==> config.mk <==
export PLATFORM = sky130hd
export DESIGN_NAME = id_stage
export DESIGN_NICKNAME = d
export VERILOG_FILES = /design/src/rtl/id_stage.sv
export SDC_FILE = /design/constraint.sdc
export NUM_CORES = 1
export LEC_CHECK = 0
export BUFFER_PORTS_ARGS = -buffer_cell sky130_fd_sc_hd__buf_2
export CELL_PAD_IN_SITES_DETAIL_PLACEMENT = 1
export CELL_PAD_IN_SITES_GLOBAL_PLACEMENT = 2
export CORE_MARGIN = 8
export CORE_UTILIZATION = 31
export CTS_CLUSTER_SIZE = 14
export DETAILED_ROUTE_END_ITERATION = 8
export PLACE_DENSITY = 0.9
export SYNTH_ARGS = -nofsm -noshare
export SYNTH_HDL_FRONTEND = slang
export SYNTH_SLANG_ARGS = --single-unit
==> constraint.sdc <==
create_clock -name clk -period 5 [get_ports clk]
set_clock_uncertainty 0.05 [all_clocks]
set_input_delay 0.25 -clock clk [delete_from_list [all_inputs] [get_ports clk]]
set_output_delay 0.25 -clock clk [all_outputs]
set_load 0.005 [all_outputs]
==> src/rtl/id_stage.sv <==
// Decode stage: splits instructions, reads operands, builds the ALU bundle.
// Define ID_STAGE_SKID_EN to add a one-entry skid buffer (registered in_ready).
module id_stage #(
   parameter int WORD_SIZE  = 32,
   parameter int REG_ADDR_W = 5
) (
   input  logic                  clk,
   input  logic                  rst_n,
   input  logic                  in_valid,
   output logic                  in_ready,
   input  logic [WORD_SIZE-1:0]  in_inst,
   input  logic [WORD_SIZE-1:0]  in_pc,
   input  logic                  flush,
   output logic [REG_ADDR_W-1:0] rs1_addr,
   output logic [REG_ADDR_W-1:0] rs2_addr,
   input  logic [WORD_SIZE-1:0]  rs1_data,
   input  logic [WORD_SIZE-1:0]  rs2_data,
   output logic                  out_valid,
   input  logic                  out_ready,
   output logic [6:0]            opcode,
   output logic [6:0]            funct7,
   output logic [2:0]            funct3,
   output logic [WORD_SIZE-1:0]  alu_in1,
   output logic [WORD_SIZE-1:0]  alu_in2,
   output logic [WORD_SIZE-1:0]  store_data,
   output logic [WORD_SIZE-1:0]  branch_target,
   output logic [REG_ADDR_W-1:0] rd_addr,
   output logic                  rd_we,
   output logic [WORD_SIZE-1:0]  exception_code
);

   localparam logic [6:0] OP_R   = 7'b0110011;
   localparam logic [6:0] OP_IMM = 7'b0010011;
   localparam logic [6:0] OP_LD  = 7'b0000011;
   localparam logic [6:0] OP_ST  = 7'b0100011;
   localparam logic [6:0] OP_BR  = 7'b1100011;
   localparam logic [6:0] OP_JAL = 7'b1101111;
   localparam logic [WORD_SIZE-1:0] EXC_ILLEGAL = WORD_SIZE'(2);

   typedef struct packed {
      logic [6:0]            opcode;
      logic [6:0]            funct7;
      logic [2:0]            funct3;
      logic [WORD_SIZE-1:0]  in1;
      logic [WORD_SIZE-1:0]  in2;
      logic [WORD_SIZE-1:0]  sdata;
      logic [WORD_SIZE-1:0]  target;
      logic [REG_ADDR_W-1:0] rd;
      logic                  we;
      logic [WORD_SIZE-1:0]  exc;
   } bundle_t;

   logic [6:0]           f_op;
   logic [6:0]           f_f7;
   logic [2:0]           f_f3;
   logic [WORD_SIZE-1:0] imm_i;
   logic [WORD_SIZE-1:0] imm_s;
   logic [WORD_SIZE-1:0] imm_b;
   logic [WORD_SIZE-1:0] imm_j;
   logic                 r_ok;
   logic                 legal;
   logic                 xfer;
   bundle_t              dec;
   bundle_t              out_q;
   bundle_t              out_d;
   logic                 out_valid_q;
   logic                 out_valid_d;

   assign f_op = in_inst[6:0];
   assign f_f7 = in_inst[31:25];
   assign f_f3 = in_inst[14:12];

   assign rs1_addr = REG_ADDR_W'(in_inst[19:15]);
   assign rs2_addr = REG_ADDR_W'(in_inst[24:20]);

   assign imm_i = {{(WORD_SIZE-12){in_inst[31]}}, in_inst[31:20]};
   assign imm_s = {{(WORD_SIZE-12){in_inst[31]}},
                   in_inst[31:25], in_inst[11:7]};
   assign imm_b = {{(WORD_SIZE-13){in_inst[31]}}, in_inst[31],
                   in_inst[7], in_inst[30:25], in_inst[11:8], 1'b0};
   assign imm_j = {{(WORD_SIZE-21){in_inst[31]}}, in_inst[31],
                   in_inst[19:12], in_inst[20], in_inst[30:21], 1'b0};

   // Only ADD/SUB/OR/AND/MUL are supported R-type operations.
   assign r_ok = ((f_f7 == 7'b0000000) &&
                  (f_f3 == 3'b000 || f_f3 == 3'b110 || f_f3 == 3'b111))
              || ((f_f7 == 7'b0100000) && (f_f3 == 3'b000))
              || ((f_f7 == 7'b0000001) && (f_f3 == 3'b000));

   always_comb begin
      dec        = '0;
      legal      = 1'b1;
      dec.opcode = f_op;
      dec.funct7 = f_f7;
      dec.funct3 = f_f3;
      unique case (1'b1)
         (f_op == OP_R): begin
            legal   = r_ok;
            dec.in1 = rs1_data;
            dec.in2 = rs2_data;
            dec.we  = 1'b1;
         end
         (f_op == OP_IMM): begin
            legal   = (f_f3 == 3'b000);
            dec.in1 = rs1_data;
            dec.in2 = imm_i;
            dec.we  = 1'b1;
         end
         (f_op == OP_LD): begin
            dec.in1 = rs1_data;
            dec.in2 = imm_i;
            dec.we  = 1'b1;
         end
         (f_op == OP_ST): begin
            dec.in1   = rs1_data;
            dec.in2   = imm_s;
            dec.sdata = rs2_data;
         end
         (f_op == OP_BR): begin
            dec.in1    = rs1_data;
            dec.in2    = rs2_data;
            dec.target = in_pc + imm_b;
         end
         (f_op == OP_JAL): begin
            dec.in1    = in_pc + WORD_SIZE'(4);
            dec.target = in_pc + imm_j;
            dec.we     = 1'b1;
         end
         default: legal = 1'b0;
      endcase
      // Illegal bundles still travel down the pipe, just inert.
      if (!legal) begin
         dec.in1    = '0;
         dec.in2    = '0;
         dec.sdata  = '0;
         dec.target = '0;
         dec.we     = 1'b0;
         dec.exc    = EXC_ILLEGAL;
      end
      dec.rd = dec.we ? REG_ADDR_W'(in_inst[11:7]) : '0;
   end

`ifdef ID_STAGE_SKID_EN
   bundle_t skid_q;
   bundle_t skid_d;
   logic    skid_full_q;
   logic    skid_full_d;

   assign in_ready = !skid_full_q;
   assign xfer     = in_valid && in_ready;

   always_comb begin
      out_d       = out_q;
      out_valid_d = out_valid_q;
      skid_d      = skid_q;
      skid_full_d = skid_full_q;
      if (flush) begin
         out_valid_d = 1'b0;
         skid_full_d = 1'b0;
      end else if (!out_valid_q || out_ready) begin
         if (skid_full_q) begin
            out_d       = skid_q;
            out_valid_d = 1'b1;
            skid_full_d = 1'b0;
         end else if (xfer) begin
            out_d       = dec;
            out_valid_d = 1'b1;
         end else begin
            out_valid_d = 1'b0;
         end
      end else if (xfer) begin
         skid_d      = dec;
         skid_full_d = 1'b1;
      end
   end

   always_ff @(posedge clk or negedge rst_n) begin
      if (!rst_n) begin
         skid_q      <= '0;
         skid_full_q <= 1'b0;
      end else begin
         skid_q      <= skid_d;
         skid_full_q <= skid_full_d;
      end
   end
`else
   assign in_ready = !out_valid_q || out_ready;
   assign xfer     = in_valid && in_ready;

   always_comb begin
      out_d       = out_q;
      out_valid_d = out_valid_q;
      if (flush) begin
         out_valid_d = 1'b0;
      end else if (xfer) begin
         out_d       = dec;
         out_valid_d = 1'b1;
      end else if (out_ready) begin
         out_valid_d = 1'b0;
      end
   end
`endif

   always_ff @(posedge clk or negedge rst_n) begin
      if (!rst_n) begin
         out_q       <= '0;
         out_valid_q <= 1'b0;
      end else begin
         out_q       <= out_d;
         out_valid_q <= out_valid_d;
      end
   end

   assign out_valid      = out_valid_q;
   assign opcode         = out_q.opcode;
   assign funct7         = out_q.funct7;
   assign funct3         = out_q.funct3;
   assign alu_in1        = out_q.in1;
   assign alu_in2        = out_q.in2;
   assign store_data     = out_q.sdata;
   assign branch_target  = out_q.target;
   assign rd_addr        = out_q.rd;
   assign rd_we          = out_q.we;
   assign exception_code = out_q.exc;

endmodule

After elaboration in Yosys (flattened, before gate mapping)
Index checks and enable logic that the tools add are counted.

Output and inout bits: 195. Input port bits: 133. Flip-flop bits (word level): 184. Logic and storage cells: 56.

Reduce and logical (&&, ||, !) cells: 19. Add/subtract/negate cells: 3. Multiplexer cells: 12. Bitwise operators: 1. Equal/unequal tests: 10.

Operators by type and width (number): 128-bit 2-to-1 mux (1); 32-bit one-hot mux with 2 select lines (2); 32-bit one-hot mux with 3 select lines (1); 32-bit adder (2); 33-bit 2-to-1 mux (1); 32-bit by 3-bit adder with 32-bit output, second input constant (1); 32-bit 2-to-1 mux (1); 7-bit by 6-bit equality test with 1-bit output, second input constant (3); 7-bit equality test, second input constant (2); 4-bit OR reduction (2); 7-bit by 1-bit equality test with 1-bit output, second input constant (1); 7-bit by 2-bit equality test with 1-bit output, second input constant (1); 7-bit by 5-bit equality test with 1-bit output, second input constant (1); 7-bit logical NOT (1); 3-bit equality test, second input constant (2); 1-bit logical OR (5); 5-bit 2-to-1 mux (1); 5-bit OR reduction (1); 1-bit logical AND (4); 1-bit 2-to-1 mux (4); 2-bit OR reduction (2); 3-bit logical NOT (1); 1-bit one-hot mux with 3 select lines (1); 3-bit nonzero test (1); other kinds (3) (3).

Logic depth before layout (Yosys ltp)
Gate-level depths: netlist of the first run.

Word-level depth: 9. Gate-level depth with buffers: 16. Depth with buffers taken out: 14.

Worst setup path before layout of the first run
Ideal clock, no wire load.

Path kind: in2reg. Start: in in_inst[5]. End: reg out_q (netlist bit branch_target[31]). Required time: 4829 ps. Data arrival time: 3891 ps. Path slack: 938 ps. Cell stages on the path: 15. Buffers on the path: 2. Setup time: 121 ps. Cell sequence: clkbuf_1 -> nor2b_1 -> nand4_1 -> nor2_1 -> clkbuf_1 -> mux2_2 -> fa_1 -> a21oi_1 -> o211ai_1 -> or3b_1 -> a21boi_2 -> a2111o_1 -> a221oi_1 -> xnor2_1 -> a22o_1.

Word-level cells in the longest chain between the ends: 4. Elaborated cells between the ends (all ways): 10. Classes of those cells: eq/ne: 6; mux: 3; reduce/logical: 1.

Ends and longest elaborated chain: start: declaration (line 11) `input logic [WORD_SIZE-1:0] in_inst,`; 7-bit by 2-bit equality test with 1-bit output, or another cell as far along (line 109) `(f_op == OP_LD): begin`; 4-bit OR reduction (no source line); 1-bit one-hot mux with 3 select lines (line 96) `unique case (1'b1)`; 128-bit 2-to-1 mux * (line 132) `if (!legal) begin`; end signal: assignment (line 209) `out_q <= out_d;`; end: declaration (line 64) `bundle_t out_q;`.

Every way passes the cells marked *; elsewhere a longest branch is shown, timed or not. A chain may end at the register's enable or synchronous reset.

Worst setup path in the final report of the first run
Start: in in_inst[5]. End: reg out_q (netlist bit branch_target[28]).

Same word-level chain as after synthesis.

==> reports/results.txt, run 1 <==
initial core utilization: 0.312
# hold bufs at CTS: 31
Placed Area: 0.0102 mm^2
total congestion overflow: 0
gpl congestion: 0.868
hold_sp: rs1_data[7]
Power Total: 3.11 mW
CP max-delay cell: o311ai_0
die area: 0.0333 mm^2
WL/cell: 21.6 um
hpwl dp: 25900 um
Crit path depth: 14
arrival time worst endpoint: 4.19 ns
number of distinct library cells after synthesis: 62
mapped cell area: 0.00858 mm^2
n_diodes: 0
pre-CTS setup slack: 0.582 ns
CTS max path bufs: 2
Final #Nets: 1353
Via density: 5.15
CP endpoint kind: register
Area Overhead vs Synth: 29.5%
initial antenna violation count: 0
Seq cells post-synth: 153
static leakage: 5.58 nW
Post-Syn Area per Cell: 9.67 um^2
Antenna Violating Nets Remaining: 0
unrepaired setup endpoints after global routing: no
CTS HTree Levels: 4
crit path buf inv count: 2
commonest non-fill, non-tap cells in the layout: buf_2 (295), dfrtp_1 (153), nand2_1 (125)
GR Util All Layers: 0.205
worst skew pair latency: 0.42 ns
crit-path cells: buf_2 > nor2b_1 > nand4_1 > nor2_1 > buf_4 > mux2_2 > ha_1 > nand3_1 > or2_2 > o311ai_0 > a21oi_1 > o311a_1 > xnor2_1 > a22o_1
CTS root buffer: clkbuf_16
Residual DRC: 0
# port buffers: 296
final wirelength: 34000 um
sequential area share after synthesis: 0.446
# fillers: 3243
largest net degree at the start of global routing: 78
Max Cap Viol: 0
Setup violations, final: 0
TritonCTS Buffers: 17
Peak VDD IR: 0.000136 V
max-slew violation count: 0
f_max: 0.254 GHz
final period utilization: 0.787
post-synth top area share: 0.446
critical-path maximum fanout: 12
Reg-to-Reg Start: out_valid
outcome: complete, no violations
vias post-DR: 8111
delay-heaviest family, CP: compound AO/OA/AOI/OAI gates
post-route cell area: 0.0111 mm^2
WHS Endpoint: alu_in1[7]
row cnt: 61
asr flop ratio synth: 1.00
PD cells: 280 mW/mm^2
worst hold stages: 2
worst hold path class: in -> reg
iteration-0 DRC count of the detailed router: 512
Ys Warns: 0
final setup margin: 1.07 ns
vias in the first global route: 8899
Required @ worst endpoint: 5.26 ns
drt pass-1 iters: 5
global-route wire length before repair: 53400 um
Core Area: 0.0276 mm^2
top_reg_cell synth: dfrtp_1
postcts setup bufs: 0
Die X: 182 um
post-synthesis cell count: 888
post-route setup TNS: 0 ns
share of cells above drive strength 1: 0.310
CTS resizes: 0
Yosys top cell by area: dfrtp_1
Reg clk slew, reported paths: 0.07 ns
slew at the pin closest to its max-slew limit: 1.10 ns
Slew Limit Headroom: 0.268
Final Hold Vio Count: 0
R2R Path End: alu_in1[0]
WS Path Type: in -> reg
most common cell after layout, fill and taps aside: buf_2
R2R depth: 7
CTS sink count: 153
die height: 182 um
CTS tree: done
Tmin final: 3.93 ns
worst reg-to-reg setup slack: 1.75 ns
Boundary Pins: 328
CP Launch Type: primary input
number of synthesized flops with an enable pin: 0
CP peak stage delay: 0.61 ns
Area contributors post-synth: dfrtp_1 (45%), nand2_1 (5.5%), ha_1 (5.1%)
worst reg2reg max path: cells and delay by family, from the launching register on:
family                 cells  cell delay [ns]
AO/OA/AOI/OAI              1             0.35
buffers and inverters      4             1.99
flip-flops                 1             0.38
AND/OR/NAND/NOR            2             0.43
final cells by class:
cell class,instances,area [um^2],area share
Clock buffer,19,443,0.0399
Tap cell,378,473,0.0426
Sequential cell,153,3830,0.345
Inverter,12,45.0,0.00405
Multi-Input combinational cell,662,4310,0.388
Clock inverter,13,136,0.0123
Timing Repair Buffer,338,1880,0.169
state kept, by name, indices dropped and copies added, names as in the netlist:
register        cells
rd_addr             5
funct3              3
exception_code      1
opcode              7
alu_in2            32
store_data         32
funct7              7
out_valid           1
branch_target      32
alu_in1            32
rd_we               1
synthesized netlist by cell type, types with 5 or more instances:
cell,n
a21o_1,18
a21oi_1,55
a221o_1,13
a222oi_1,8
a22o_1,47
a22oi_1,16
and3_1,9
and4_1,6
buf_4,42
clkbuf_1,45
dfrtp_1,153
ha_1,35
inv_1,12
mux2_2,22
nand2_1,125
nand2b_1,5
nand3_1,21
nand4_1,8
nor2_1,37
nor2b_1,5
o211ai_1,6
o21a_1,5
o21ai_0,87
xnor2_1,23
xor2_1,34
metal layers:
layer / vias up / global-route usage / wire length (um)
met3: 34 / 0.0579 / 2440
met2: 297 / 0.345 / 16200
met5: - / 0 / 0
li1: 3718 / - / -
met1: 4062 / 0.253 / 14600
met4: 0 / 0.0620 / 695
report_power, final:
part / internal, mW / switching, mW
logic: 0.209 / 0.312
registers: 1.27 / 0.0162
clock network: 0.714 / 0.593
total: 2.19 / 0.922
how the worst max path moves through the flow:
stage / slack [ns] / start / to
CTS: 1.04 / in_inst[5] / branch_target[28]
global route: 0.74 / in_inst[5] / branch_target[28]
global placement: 0.72 / in_inst[5] / branch_target[28]
finish: 1.07 / in_inst[5] / branch_target[28]
floorplan: 0.94 / in_inst[5] / branch_target[31]
detailed placement: 0.58 / in_inst[5] / branch_target[28]
stage by stage:
| step | instances | utilization | hold WS, ns |
|---|---|---|---|
| 2_1_floorplan | 918 | - | -0.0956 |
| 3_3_place_gp | 1512 | 0.371 | 0.284 |
| 3_5_place_dp | 1512 | 0.371 | 0.281 |
| 4_1_cts | 1575 | 0.403 | 0.00193 |
| 5_1_grt | 1575 | 0.403 | 0.0140 |
| 6_report | 1575 | 0.403 | 0.0266 |
kinds of logic (layout without fill, tap and decap cells):
| logic type | count (synthesis) | in the layout | synth area share |
|---|---|---|---|
| fa+ha+maj | 36 | 36 | 0.0534 |
| buf+inv | 103 | 382 | 0.0662 |
| flops | 153 | 153 | 0.446 |
| simple gates | 234 | 234 | 0.125 |
| mux | 22 | 22 | 0.0289 |
| other cells | 1 | 31 | 0.000437 |
| xor+xnor | 57 | 57 | 0.0582 |
| compound gates | 282 | 282 | 0.222 |
Power figures use the tool's default switching activity.
==> run 2: changes to the inputs <==
ABC_AREA = 1   (was unset)
CORE_UTILIZATION = 24   (was 31)
PLACE_DENSITY = 0.82   (was 0.9)
clock period = 3.33 ns   (was 5 ns; I/O delays follow)
==> reports/results.txt, run 2 <==
Seq cells post-synth: 153 (unchanged)
Placed Area: 0.0121 mm^2 (+19%)
top-count cell post-synth: nand2_1
PD cells: 378 mW/mm^2 (+35%)
vias in the first global route: 12125 (+36%)
Final Hold Vio Count: 0 (unchanged)
Core Area: 0.0420 mm^2 (+53%)
Final #Nets: 2086 (+54%)
postcts setup bufs: 0 (unchanged)
critical-path maximum fanout: 17 (+5)
GR Layer Usage met2: 0.335 (-0.00984)
die height: 223 um (+22%)
Post-Syn Area per Cell: 6.52 um^2 (-33%)
static leakage: 8.04 nW (+44%)
Peak VDD IR: 0.000338 V (+150%)
GRT busiest layer: met2
WS Path Type: in -> reg
most common cell after layout, fill and taps aside: nand2_1
Cells after DPL: 2356 (+56%)
Boundary Pins: 328 (unchanged)
initial antenna violation count: 15 (+15)
total congestion overflow: 0 (unchanged)
crit path buf inv count: 4 (+2)
number of distinct library cells after synthesis: 34 (-45%)
sequential area share after synthesis: 0.374 (-0.0723)
Area contributors post-synth: dfrtp_1 (37%), nand2_1 (26%), nand3_1 (8.6%)
WL/cell: 19.7 um (-8.7%)
GR Util All Layers: 0.196 (-0.00893)
slew at the pin closest to its max-slew limit: 1.11 ns (+0.00836 ns)
Max Cap Viol: 0 (unchanged)
Tmin final: 3.16 ns
Residual DRC: 0 (unchanged)
commonest non-fill, non-tap cells in the layout: nand2_1 (707), buf_2 (295), nand3_1 (175)
max-slew violation count: 0 (unchanged)
# port buffers: 296 (unchanged)
pre-CTS setup slack: 0.297 ns (-0.285 ns)
drt pass-1 iters: 5 (unchanged)
CTS max path bufs: 2 (unchanged)
CP Launch Type: primary input
met1 Use GR: 0.239 (-0.0143)
initial core utilization: 0.244 (-0.0679)
Post-Synth Adder-Cell Area: 0.0447 (-0.00865)
final period utilization: 0.948
Util after Layout: 0.324 (-0.0794)
worst hold path class: in -> reg
worst skew pair latency: 0.49 ns (+0.07 ns)
vias post-DR: 11406 (+41%)
CTS sink count: 153 (unchanged)
final wirelength: 48800 um (+43%)
post-route setup TNS: 0 ns (unchanged)
crit-path cells: dlygate4sd3_1 > buf_2 > inv_1 > nand2_2 > nor3_4 > inv_2 > nand2_1 > nand2_1 > ha_1 > fa_1 > nand3_1 > nand3_1 > nand2_1 > nand2_1 > nand2_1 > nand2_1 > or2_2 > nand3_1 > nand2_1
Via density: 4.61 (-11%)
final setup margin: 0.175 ns (-0.892 ns)
Power Total: 5.15 mW (+65%)
top_reg_cell synth: dfrtp_1
CP endpoint kind: register
Area Overhead vs Synth: 33.0%
CP max-delay cell: dlygate4sd3_1
CTS tree: done
multiplexer area fraction after synthesis: 0 (-0.0289)
CTS root buffer: clkbuf_16
global-route wire length before repair: 74900 um (+40%)
Post-synth top cells: nand2_1 (707), nand3_1 (175), inv_1 (161)
Required @ worst endpoint: 3.65 ns (-1.61 ns)
Yosys top cell by area: dfrtp_1
largest family of logic cells by synthesized area: simple AND/OR/NAND/NOR gates
gpl congestion: 0.883 (+1.7%)
mapped cell area: 0.0102 mm^2 (+19%)
post-synthesis cell count: 1571 (+77%)
Ys Warns: 0 (unchanged)
delay-heaviest family, CP: simple AND/OR/NAND/NOR gates
largest net degree at the start of global routing: 112 (+44%)
share of cells above drive strength 1: 0.185 (-0.125)
compound-gate portion of the synthesized area: 0.0567 (-0.165)
CP peak stage delay: 0.56 ns (-0.05 ns)
Die X: 223 um (+22%)
unrepaired setup endpoints after global routing: yes
TritonCTS Buffers: 17 (unchanged)
hpwl dp: 37000 um (+43%)
die area: 0.0495 mm^2 (+49%)
Antenna Violating Nets Remaining: 0 (unchanged)
Slew Limit Headroom: 0.260 (-0.00736)
post-synth top area share: 0.374 (-0.0723)
# fillers: 5361 (+65%)
CTS HTree Levels: 4 (unchanged)
Setup violations, final: 0 (unchanged)
number of synthesized flops with an enable pin: 0 (unchanged)
cell mode on critical path: nand2_1
asr flop ratio synth: 1.00 (unchanged)
Reg clk slew, reported paths: 0.07 ns (about the same)
Cell Count, Final, Fillers Out: 2475 (+57%)
post-route cell area: 0.0136 mm^2 (+23%)
Post-Synth Simple-Gate Area: 0.402 (+0.278)
met3 Use GR: 0.0570 (-0.000831)
arrival time worst endpoint: 3.48 ns (-0.71 ns)
iteration-0 DRC count of the detailed router: 764 (+49%)
outcome: complete, no violations
Min Hold Slack: 0.0350 ns (+0.00837 ns)
f_max: 0.317 GHz
row cnt: 75 (+23%)
Synth Area in XOR/XNOR: 0.00941 (-0.0488)
-- run 2: cell types whose count changed after synthesis, moves of 16 or more --
cell,change
xor2_1,-27
inv_1,+149
nand3_1,+154
a22oi_1,-16
mux2_2,-22
a21oi_1,-30
xnor2_1,-19
o21ai_0,-30
a22o_1,-44
nor3_1,+18
a21o_1,-16
nor2_1,+41
nand2_1,+582
-- run 2: layer usage --
metal,vias up,wire [um],part of all wire
met4,16,774,0.016
met2,286,23800,0.49
li1,5552,-,-
met1,5502,21400,0.44
met5,-,103,0.0021
met3,50,2730,0.056
-- run 2: layout make-up --
cell class / count / area [um^2] / area share
Antenna cell: 6 / 15.0 / 0.00110
Clock buffer: 19 / 443 / 0.0325
Clock inverter: 13 / 206 / 0.0152
Inverter: 163 / 614 / 0.0451
Multi-Input combinational cell: 1190 / 5400 / 0.396
Sequential cell: 153 / 3830 / 0.281
Tap cell: 539 / 674 / 0.0495
Timing Repair Buffer: 392 / 2440 / 0.179
-- run 2: kinds of logic (layout without fill, tap and decap cells) --
family | Yosys count | count (layout)
compound gates | 103 | 103
xor+xnor | 11 | 11
fa+ha+maj | 36 | 36
buf+inv | 258 | 587
flops | 153 | 153
other cells | 1 | 37
simple gates | 1009 | 1009
-- run 2: what timing repair did --
item,4_1_cts,5_1_grt
hold buffers,81,0
resized for setup,0,1
hold endpoints to repair,186,0
setup endpoints to repair,0,1
-- run 2: tightest hold or removal path, stage by stage --
cell and delay (ns):
buf_2 0.14, a32o_1 0.15, nand2_1 0.05, nand2_1 0.05
-- run 2: final timing paths --
check                      startpoint           endpoint  slack (ns)  cells after the start
setup / recovery           in_inst[4]  branch_target[17]        0.17                     19
hold / removal               in_pc[1]         alu_in1[1]        0.03                      4
setup reg to reg            out_valid         alu_in1[3]        1.07                      8
hold reg to reg             opcode[2]          opcode[2]        0.42                      2
max in group asynchronous       rst_n        alu_in2[20]        2.07                      3
min in group asynchronous       rst_n        alu_in2[13]        0.30                      2
-- run 2: power by group --
group / total (mW) / switching, mW / internal (mW)
combinational: 0.956 / 0.623 / 0.333
sequential: 1.92 / 0.0228 / 1.90
clock: 2.27 / 0.974 / 1.30
